[config.mk]
export PLATFORM = sky130hd
export DESIGN_NAME = shiftseq
export DESIGN_NICKNAME = d
export VERILOG_FILES = /design/src/rtl/shiftseq.sv
export SDC_FILE = /design/constraint.sdc
export NUM_CORES = 1
export LEC_CHECK = 0
export CORE_MARGIN = 3
export CORE_UTILIZATION = 42
export CTS_BUF_LIST = sky130_fd_sc_hd__clkbuf_8 sky130_fd_sc_hd__clkbuf_16
export DETAILED_ROUTE_END_ITERATION = 6
export HOLD_SLACK_MARGIN = 0.02
export PLACE_DENSITY = 0.84
export REMOVE_ABC_BUFFERS = 1
export SYNTH_ARGS = -nofsm -noshare
export SYNTH_HDL_FRONTEND = slang
export SYNTH_SLANG_ARGS = --single-unit
[constraint.sdc]
create_clock -name ck -period 2.1 [get_ports ck]
set_input_delay 0.315 -clock ck [delete_from_list [all_inputs] [get_ports ck]]
set_output_delay 0.315 -clock ck [all_outputs]
set_load 0.01 [all_outputs]
[src/rtl/shiftseq.sv]
// shiftseq: feeds words into an external load/shift register and streams its edge bit out with valid/ready.
module shiftseq #(
  parameter int N  = 4,
  parameter int CW = 3
) (
  input  logic         ck,
  input  logic         rn,
  input  logic         in_valid,
  output logic         in_ready,
  input  logic [N-1:0] in_data,
  input  logic         in_dir,
  input  logic         fill,
  output logic         sr_load,
  output logic         sr_dir,
  output logic [N-1:0] sr_pinp,
  output logic         sr_linp,
  output logic         sr_rinp,
  input  logic [N-1:0] sr_out,
  output logic         sout,
  output logic         sout_valid,
  input  logic         sout_ready,
  output logic         done
);
  typedef enum logic [1:0] {IDLE, LOAD, SHIFT} state_t;
  state_t        state_q, state_d;
  logic [N-1:0]  word_q, word_d;
  logic          dir_q, dir_d, fill_q, fill_d;
  logic [CW-1:0] cnt_q, cnt_d;
  logic          last;
  assign last    = cnt_q == CW'(N-1);
  assign sr_dir  = dir_q;
  assign sr_linp = fill_q;
  assign sr_rinp = fill_q;
  always_ff @(posedge ck or negedge rn) begin
    if (!rn) begin
      state_q <= IDLE;
      word_q  <= '0;
      dir_q   <= 1'b0;
      fill_q  <= 1'b0;
      cnt_q   <= '0;
    end else begin
      state_q <= state_d;
      word_q  <= word_d;
      dir_q   <= dir_d;
      fill_q  <= fill_d;
      cnt_q   <= cnt_d;
    end
  end
  always_comb begin
    state_d    = state_q;
    word_d     = word_q;
    dir_d      = dir_q;
    fill_d     = fill_q;
    cnt_d      = cnt_q;
    in_ready   = 1'b0;
    sr_load    = 1'b0;
    sr_pinp    = '0;
    sout       = 1'b0;
    sout_valid = 1'b0;
    done       = 1'b0;
    case (state_q)
      IDLE: in_ready = rn;
      LOAD: begin
        sr_load = 1'b1;
        sr_pinp = word_q;
        cnt_d   = '0;
        state_d = SHIFT;
      end
      SHIFT: begin
        sout_valid = 1'b1;
        sout       = dir_q ? sr_out[0] : sr_out[N-1];
        if (sout_ready) begin
          cnt_d = cnt_q + CW'(1);
          if (last) begin
            done     = 1'b1;
            in_ready = 1'b1;
            state_d  = IDLE;
          end
        end else begin
          // stall: the register reloads its own contents so the edge bit holds
          sr_load = 1'b1;
          sr_pinp = sr_out;
        end
      end
      default: state_d = IDLE;
    endcase
    if (in_ready && in_valid) begin
      word_d  = in_data;
      dir_d   = in_dir;
      fill_d  = fill;
      state_d = LOAD;
    end
  end
endmodule
Word-level counts from Yosys, hierarchy flattened

Cells that the tools add are included.

Reduce and logical (&&, ||, !) cells: 5
Order comparisons: 0
$add $sub $neg: 1
Divide/modulo/power cells: 0
Multiplexer cells: 17
Bitwise operators: 0
Eq/ne operators: 7
Multipliers: 0
Shift-type cells: 0

Operators with widths:

| cell                                                                  | count |
|---|---|
| 4-bit case mux with 2 select lines                                    | 1 |
| 1-bit two-way mux                                                     | 7 |
| 2-bit two-way mux                                                     | 3 |
| 3-bit != test, second input constant                                  | 2 |
| 2-bit case mux with 3 select lines                                    | 1 |
| 3-bit case mux with 2 select lines                                    | 1 |
| 4-bit two-way mux                                                     | 1 |
| 2-bit != test, second input constant                                  | 2 |
| 1-bit case mux with 2 select lines                                    | 2 |
| 3-bit by 1-bit adder with 3-bit output, second input constant         | 1 |
| 3-bit by 2-bit equality test with 1-bit output, second input constant | 1 |
| 3-bit two-way mux                                                     | 1 |
| 3-bit AND reduction                                                   | 1 |
| 2-bit by 1-bit equality test with 1-bit output, second input constant | 1 |
| 2-bit equality test, second input constant                            | 1 |
| 2-bit logical NOT                                                     | 1 |
| 2-bit AND reduction                                                   | 1 |
| 2-bit nonzero test                                                    | 1 |
| 1-bit logical AND                                                     | 1 |

Bits in writable memories: 0
Latch bits: 0
Register bits after elaboration: 11
Output and inout bits: 12
Bits in read-only memories: 0
Word-level logic and storage cells: 35
Memories: 0
Input bits: 14

Logic depth before layout (Yosys ltp)

Gate-level depths: netlist of the first run.

Word-level depth: 7
Gate-level depth with buffers: 6
Gate-level depth less buffers: 5

Least setup slack after synthesis of the first run

OpenSTA, ideal clock, no wires.

Kind: reg2out
Start: register state_q[0]
End: output port sr_pinp[0]
Arrival time: 1.306 ns
Path slack: 0.479 ns
Path buffers: 1
Data required time: 1.785 ns
Cell stages (with the launch flop): 7
Cells stage by stage: dfrtp_1 inv_1 ha_1 buf_4 and2b_1 a22oi_1 nor2b_1

Cells in the longest elaborated chain, start to end: 2
Elaborated cells on any way between the ends: 3
Classes of those cells: 2 x eq/ne; 1 x mux

RTL lines:

| what                                                                                  | RTL line | RTL |
|---|---|---|
| from (decl)                                                                           | 25       | `state_t state_q, state_d;` |
| from (signal assigned)                                                                | 42       | `state_q <= state_d;` |
| 2-bit equality test or 2-bit by 1-bit equality test with 1-bit output (tied branches) | 61       | `case (state_q)` |
| 4-bit case mux with 2 select lines (*)                                                | 61       |  |
| to (decl)                                                                             | 15       | `output logic [N-1:0] sr_pinp,` |

Every way passes the cells marked *; elsewhere a longest branch is shown, timed or not.

Worst setup path after layout of the first run

Start: register state_q[0]
End: output port sr_pinp[2]

The elaborated chain is that of the path after synthesis.

==> results of run 1 <==
-- worst register-to-register path, cell delays in order (launching register included) --
cell	delay, ns
dfrtp_1	0.37
inv_1	0.08
ha_1	0.21
buf_4	0.17
a32o_2	0.29
nand2_4	0.15
mux2_4	0.32
-- registers in the layout, summed over array words and instances (netlist names) --
| name | flops |
|---|---|
| cnt_q | 3 |
| sr_dir | 1 |
| sr_linp | 1 |
| state_q | 2 |
| word_q | 4 |
-- cell families after synthesis --
| logic type | count (synthesis) | share of synthesized area |
|---|---|---|
| AO/OA/AOI/OAI | 15 | 0.157 |
| flip-flops | 11 | 0.401 |
| multiplexers | 9 | 0.179 |
| adder cells (fa/ha/maj) | 5 | 0.0912 |
| buffers and inverters | 7 | 0.0602 |
| AND/OR/NAND/NOR | 13 | 0.111 |
-- through the flow --
stage,TNS [ns],utilization
2_1_floorplan,0,-
3_3_place_gp,-0.00420,0.669
3_5_place_dp,-0.0946,0.669
4_1_cts,0,0.697
5_1_grt,0,0.700
6_report,0,0.700
-- power by group through the flow --
| stage | registers (uW) | clock network, uW | logic, uW |
|---|---|---|---|
| 2_1_floorplan | 386 | 0 | 394 |
| 3_3_place_gp | 388 | 0 | 644 |
| 3_5_place_dp | 389 | 0 | 663 |
| 4_1_cts | 389 | 211 | 650 |
| 5_1_grt | 404 | 216 | 707 |
| 6_report | 388 | 210 | 645 |
-- per-layer routing --
layer,up-vias,wire [um],global-route usage
met5,-,0,0
li1,272,-,-
met3,2,118,0.0547
met4,0,11,0.0682
met1,282,669,0.205
met2,23,775,0.294
-- cells in the final DEF, fill, tap and decap left out, types with 2 or more instances in the layout --
cell type        netlist  layout
dlymetal6s2s_1         0       2
clkdlybuf4s50_1        0      17
nor2b_1                5       5
mux2_4                 6       6
clkbuf_8               0       3
dlygate4sd2_1          0       6
a22oi_1                4       4
dfrtp_1               11      11
nand2_1                3       3
ha_1                   5       5
o21ai_0                3       3
buf_4                  2       3
inv_1                  3       4
-- how the worst min path moves through the flow --
stage	slack, ns	to	startpoint
finish	0.41	state_q[0]$_DFFE_PN0P_	rn
global route	0.45	state_q[1]$_DFFE_PN0P_	rn
CTS	0.42	state_q[1]$_DFFE_PN0P_	rn
detailed placement	0.49	cnt_q[0]$_DFFE_PN0P_	cnt_q[0]$_DFFE_PN0P_
global placement	0.48	cnt_q[0]$_DFFE_PN0P_	cnt_q[0]$_DFFE_PN0P_
floorplan	0.02	cnt_q[0]$_DFFE_PN0P_	rn
-- final cells by class --
cell class	instances	area (um^2)
Inverter	3	11.3
Sequential cell	11	275
Timing Repair Buffer	28	270
Fill cell	105	424
Clock inverter	1	3.75
Multi-Input combinational cell	42	370
Tap cell	15	18.8
Clock buffer	3	41.3
==> impl_metrics.py, run 1 <==
metrics = {
    "outcome": {
        "status": "complete, no violations",
    },
    "sta": {
        "min_period_over_period": 0.940,
        "layout_setup_ws_ns": 0.125,
        "setup_viol": 0,
        "min_period_ns": 1.97,
        "rsz0062_at_grt": "no",
        "fmax_mhz": 506,
        "worst_slew_pin_slew_ns": 0.305,
        "fin_worst_skew_ns": 0.00685,
        "finalMaxSlewViolations": 0,
        "relSlewSlack": 0.796,
        "hold_viol": 0,
        "whs_ns": 0.412,
    },
    "final_layout": {
        "nets": 108,
        "final_area_um2": 991,
        "area_growth_pct": 44.5,
        "antennaDiodeCount": 0,
        "drive_gt1_frac": 0.182,
        "fin_cells": 103,
    },
    "power_and_ir_drop": {
        "finalPower_uw": 1240,
        "switching_share": 0.345,
        "combPwrFrac": 0.519,
        "pwr-share-seq": 0.313,
        "irDropWorstVdd_v": 0.000758,
        "p_per_area_nw_per_um2": 1250,
        "internal_power_uw": 814,
        "power_frac_clock": 0.169,
        "switchingPower_uw": 428,
        "power_leakage_uw": 0.000523,
    },
    "critical_path": {
        "end_kind": "primary output",
        "crit_start": "state_q[0]$_DFFE_PN0P_",
        "cp.required_ns": 1.78,
        "critical_path_arrival_ns": 1.66,
        "timing.rr.end": "sr_linp$_DFFE_PN0P_",
        "path_depth": 6,
        "worstSetupPathType": "reg -> out",
        "reg2reg_from": "state_q[0]$_DFFE_PN0P_",
        "regToRegSetupSlack_ns": 0.40,
        "path_cells": "inv_1 > ha_1 > and2b_2 > a22oi_1 > nor2b_1 > dlygate4sd2_1",
        "cp_max_fo": 6,
        "cp-start-kind": "register",
        "critical_path.top_delay_family": "flip-flops",
        "critical-path-max-stage-delay_ns": 0.37,
        "cp_num_buf_inv": 2,
        "crit_end": "sr_pinp[2]",
        "critPathSlowestCell": "dfrtp_1",
        "r2r_cells": 6,
    },
    "place": {
        "place_area_um2": 947,
        "dp_cells": 99,
        "dpl.hpwl_um": 1170,
        "dpl_worst_slack_ns": -0.0603,
        "io_buffer_count": 25,
        "place_congestion": 0.775,
    },
    "floorplan": {
        "dieArea_um2": 2150,
        "rows": 13,
        "start_util": 0.485,
        "die_w_um": 46.4,
        "die_h_um": 46.4,
        "pin_count": 26,
        "core_um2": 1420,
    },
    "grt": {
        "grtUsageTotal": 0.175,
        "grt_pass1_wl_um": 2640,
        "gr-total-overflow": 0,
        "antenna_found_initial": 0,
        "grt_pass1_vias": 614,
        "grt_max_degree": 13,
    },
    "logic_synthesis": {
        "yosysSeqAreaShare": 0.401,
        "synth_top_area_cell": "dfrtp_1",
        "synth_ff_type": "dfrtp_1",
        "synth_seq_cells": 11,
        "netlist.area_leader.share": 0.401,
        "ys_types": 27,
        "synth_most_common_cell": "dfrtp_1",
        "synthArstFlopShare": 1.00,
        "ys_top_cells_by_count": "dfrtp_1 (11), mux2_4 (6), ha_1 (5), nor2b_1 (5), a22oi_1 (4)",
        "syn_inst": 60,
        "netlist_area_um2": 686,
        "yosysWarningCount": 0,
        "synth.avg_cell_area_um2": 11.4,
        "synth-edff-count": 0,
        "synthTopCellsByArea": "dfrtp_1 (40%), mux2_4 (13%), ha_1 (9.1%)",
    },
    "clock_network": {
        "cts_sinks": 11,
        "cts.clk_slew.worst_paths_ns": 0.05,
        "htreeDepth": 1,
        "clkLatencyLatePin_ns": 0.24,
        "postCtsResizedCells": 7,
        "hold_buffers": 0,
        "postCtsSetupBuffers": 0,
        "cts_tree": "yes",
        "cts-root-buf": "clkbuf_8",
        "cts_max_path_buffers": 2,
        "cts_inserted_buffers": 3,
    },
    "routing": {
        "drtIter0Drc": 9,
        "viasPerCell": 5.62,
        "ant_nets": 0,
        "vias": 579,
        "drc": 0,
        "dr.pass1.iters": 4,
        "wire_per_inst_um": 15.3,
        "drt_wl_total_um": 1580,
    },
    "hold_path": {
        "hold_path.class": "in -> async",
    },
    "job": {
        "cap_violations": 0,
    },
}
(Power assumes the default switching activity.)
==> run 2, diff against run 1 <==
--- a/config.mk
+++ b/config.mk
@@ -7,2 +7,3 @@
 export LEC_CHECK = 0
+export ABC_CLOCK_PERIOD_IN_PS = 2100
 export CORE_MARGIN = 3
--- a/constraint.sdc
+++ b/constraint.sdc
@@ -3,2 +3,2 @@
 set_output_delay 0.315 -clock ck [all_outputs]
-set_load 0.01 [all_outputs]
+set_load 0.05 [all_outputs]
==> impl_metrics.py, run 2 (same netlist as run 1, synthesis figures left out) <==
metrics = {
    "grt": {
        "gr-total-overflow": 0,
        "grtUsageTotal": 0.201,
        "antenna_found_initial": 0,
        "grt_pass1_wl_um": 2930,
        "grt_pass1_vias": 646,
        "grt_max_degree": 13,
    },
    "power_and_ir_drop": {
        "pwr-share-seq": 0.244,
        "switchingPower_uw": 693,
        "combPwrFrac": 0.626,
        "power_leakage_uw": 0.000503,
        "p_per_area_nw_per_um2": 1500,
        "switching_share": 0.431,
        "irDropWorstVdd_v": 0.000898,
        "power_frac_clock": 0.129,
        "internal_power_uw": 916,
    },
    "final_layout": {
        "final_common_cell": "clkdlybuf4s50_1",
        "utilization": 0.756,
        "drive_gt1_frac": 0.273,
        "nets": 108,
        "area_growth_pct": 56.0,
        "antennaDiodeCount": 0,
        "largest_reg_flops": 4,
        "reg.largest.list": "word_q: 4 flops, cnt_q: 3 flops, state_q: 2 flops",
        "regMostFlops": "word_q",
        "final_cell_mix": "clkdlybuf4s50_1 (16), dfrtp_1 (11), buf_12 (8)",
    },
    "clock_network": {
        "cts_max_path_buffers": 2,
        "hold_buffers": 0,
        "cts_tree": "yes",
        "cts_inserted_buffers": 3,
        "postCtsResizedCells": 0,
        "cts_sinks": 11,
        "cts.clk_slew.worst_paths_ns": 0.05,
        "clkLatencyLatePin_ns": 0.24,
        "postCtsSetupBuffers": 0,
        "cts-root-buf": "clkbuf_8",
        "htreeDepth": 1,
    },
    "sta": {
        "min_period_over_period": 0.931,
        "finalMaxSlewViolations": 0,
        "hold_viol": 0,
        "relSlewSlack": 0.668,
        "worst_slew_pin_slew_ns": 0.496,
        "layout_setup_ws_ns": 0.145,
        "rsz0062_at_grt": "no",
        "setup_viol": 0,
        "fin_worst_skew_ns": 0.00557,
        "fmax_mhz": 512,
        "min_period_ns": 1.95,
    },
    "floorplan": {
        "dieArea_um2": 2150,
        "pin_count": 26,
        "rows": 13,
        "core_um2": 1420,
        "die_h_um": 46.4,
        "die_w_um": 46.4,
        "start_util": 0.485,
    },
    "routing": {
        "drc": 0,
        "vias": 566,
        "viasPerCell": 5.50,
        "drt_wl_total_um": 1650,
        "drtIter0Drc": 8,
        "dr.pass1.iters": 4,
        "ant_nets": 0,
        "wire_per_inst_um": 16.0,
    },
    "place": {
        "dpl.hpwl_um": 1240,
        "io_buffer_count": 25,
        "place_congestion": 0.705,
        "dpl_worst_slack_ns": 0.233,
    },
    "critical_path": {
        "critical_path_arrival_ns": 1.64,
        "r2r_cells": 6,
        "end_kind": "primary output",
        "cp-start-kind": "register",
        "cp.required_ns": 1.78,
        "cp_max_fo": 6,
        "worstSetupPathType": "reg -> out",
    },
    "outcome": {
        "status": "complete, no violations",
    },
    "hold_path": {
        "hold_path.class": "in -> async",
    },
    "job": {
        "cap_violations": 0,
    },
}
## run 2: cell count changes in the layout (fill, tap and decap cells not counted), sizes merged
cell,previous run,this run
buf,3,12
dlygate4sd2,6,0
dlymetal6s2s,2,0
clkdlybuf4s50,17,16
## run 2: layout make-up
cell class / instances / area, um^2
repair buffers: 28 / 350
clock inverters: 1 / 3.75
fillers: 87 / 345
inverters: 3 / 11.3
multi-input cells: 42 / 369
flip-flops and latches: 11 / 275
well taps: 15 / 18.8
clock buffers: 3 / 41.3
## run 2: critical path: stages (launching register included)
cell and delay [ns]:
dfrtp_1 0.39, inv_1 0.09, ha_1 0.17, and2b_1 0.24
a22oi_1 0.10, nor2b_1 0.23, buf_12 0.17
## run 2: path summary, 6_finish.rpt
kind | startpoint | to | slack [ns]
min reg2reg | word_q[0]$_DFFE_PN0P_ | word_q[0]$_DFFE_PN0P_ | 0.52
max in group asynchronous | rn | state_q[1]$_DFFE_PN0P_ | 1.51
min in group ck | word_q[0]$_DFFE_PN0P_ | word_q[0]$_DFFE_PN0P_ | 0.52
max | state_q[0]$_DFFE_PN0P_ | sr_pinp[1] | 0.15
min | rn | word_q[2]$_DFFE_PN0P_ | 0.43
max reg2reg | state_q[0]$_DFFE_PN0P_ | word_q[3]$_DFFE_PN0P_ | 0.37
## run 2: power groups by stage
stage	registers, uW	logic (uW)	clock network [uW]
5_1_grt	409	1080	217
4_1_cts	394	1020	212
3_5_place_dp	390	1010	0
3_3_place_gp	389	981	0
2_1_floorplan	476	538	0
6_report	393	1010	208
## run 2: per-stage QoR
step	area, um^2	cells	hold slack, ns	setup TNS (ns)	total power (uW)
finish	1070	103	0.433	0	1610
detailed placement	1020	99	0.497	0	1400
floorplan	656	56	0.0194	-1.72	1010
global route	1070	103	0.449	0	1710
CTS	1070	103	0.437	0	1620
global placement	1020	99	0.480	0	1370
## run 2: per-layer routing
metal  wire length, um  part of all wire  vias up  track usage
met5                 0                 0        -            0
met4                60             0.036        0        0.165
met3               114             0.069        6       0.0625
met2               789              0.48       23        0.321
met1               680              0.41      270        0.214
li1                  -                 -      267            -
==> run 3, diff against run 2 <==
- ABC_CLOCK_PERIOD_IN_PS: 2100 -> not set
==> results of run 3 <==
No change in the layout: final DEF, timing and power equal those of run 2.
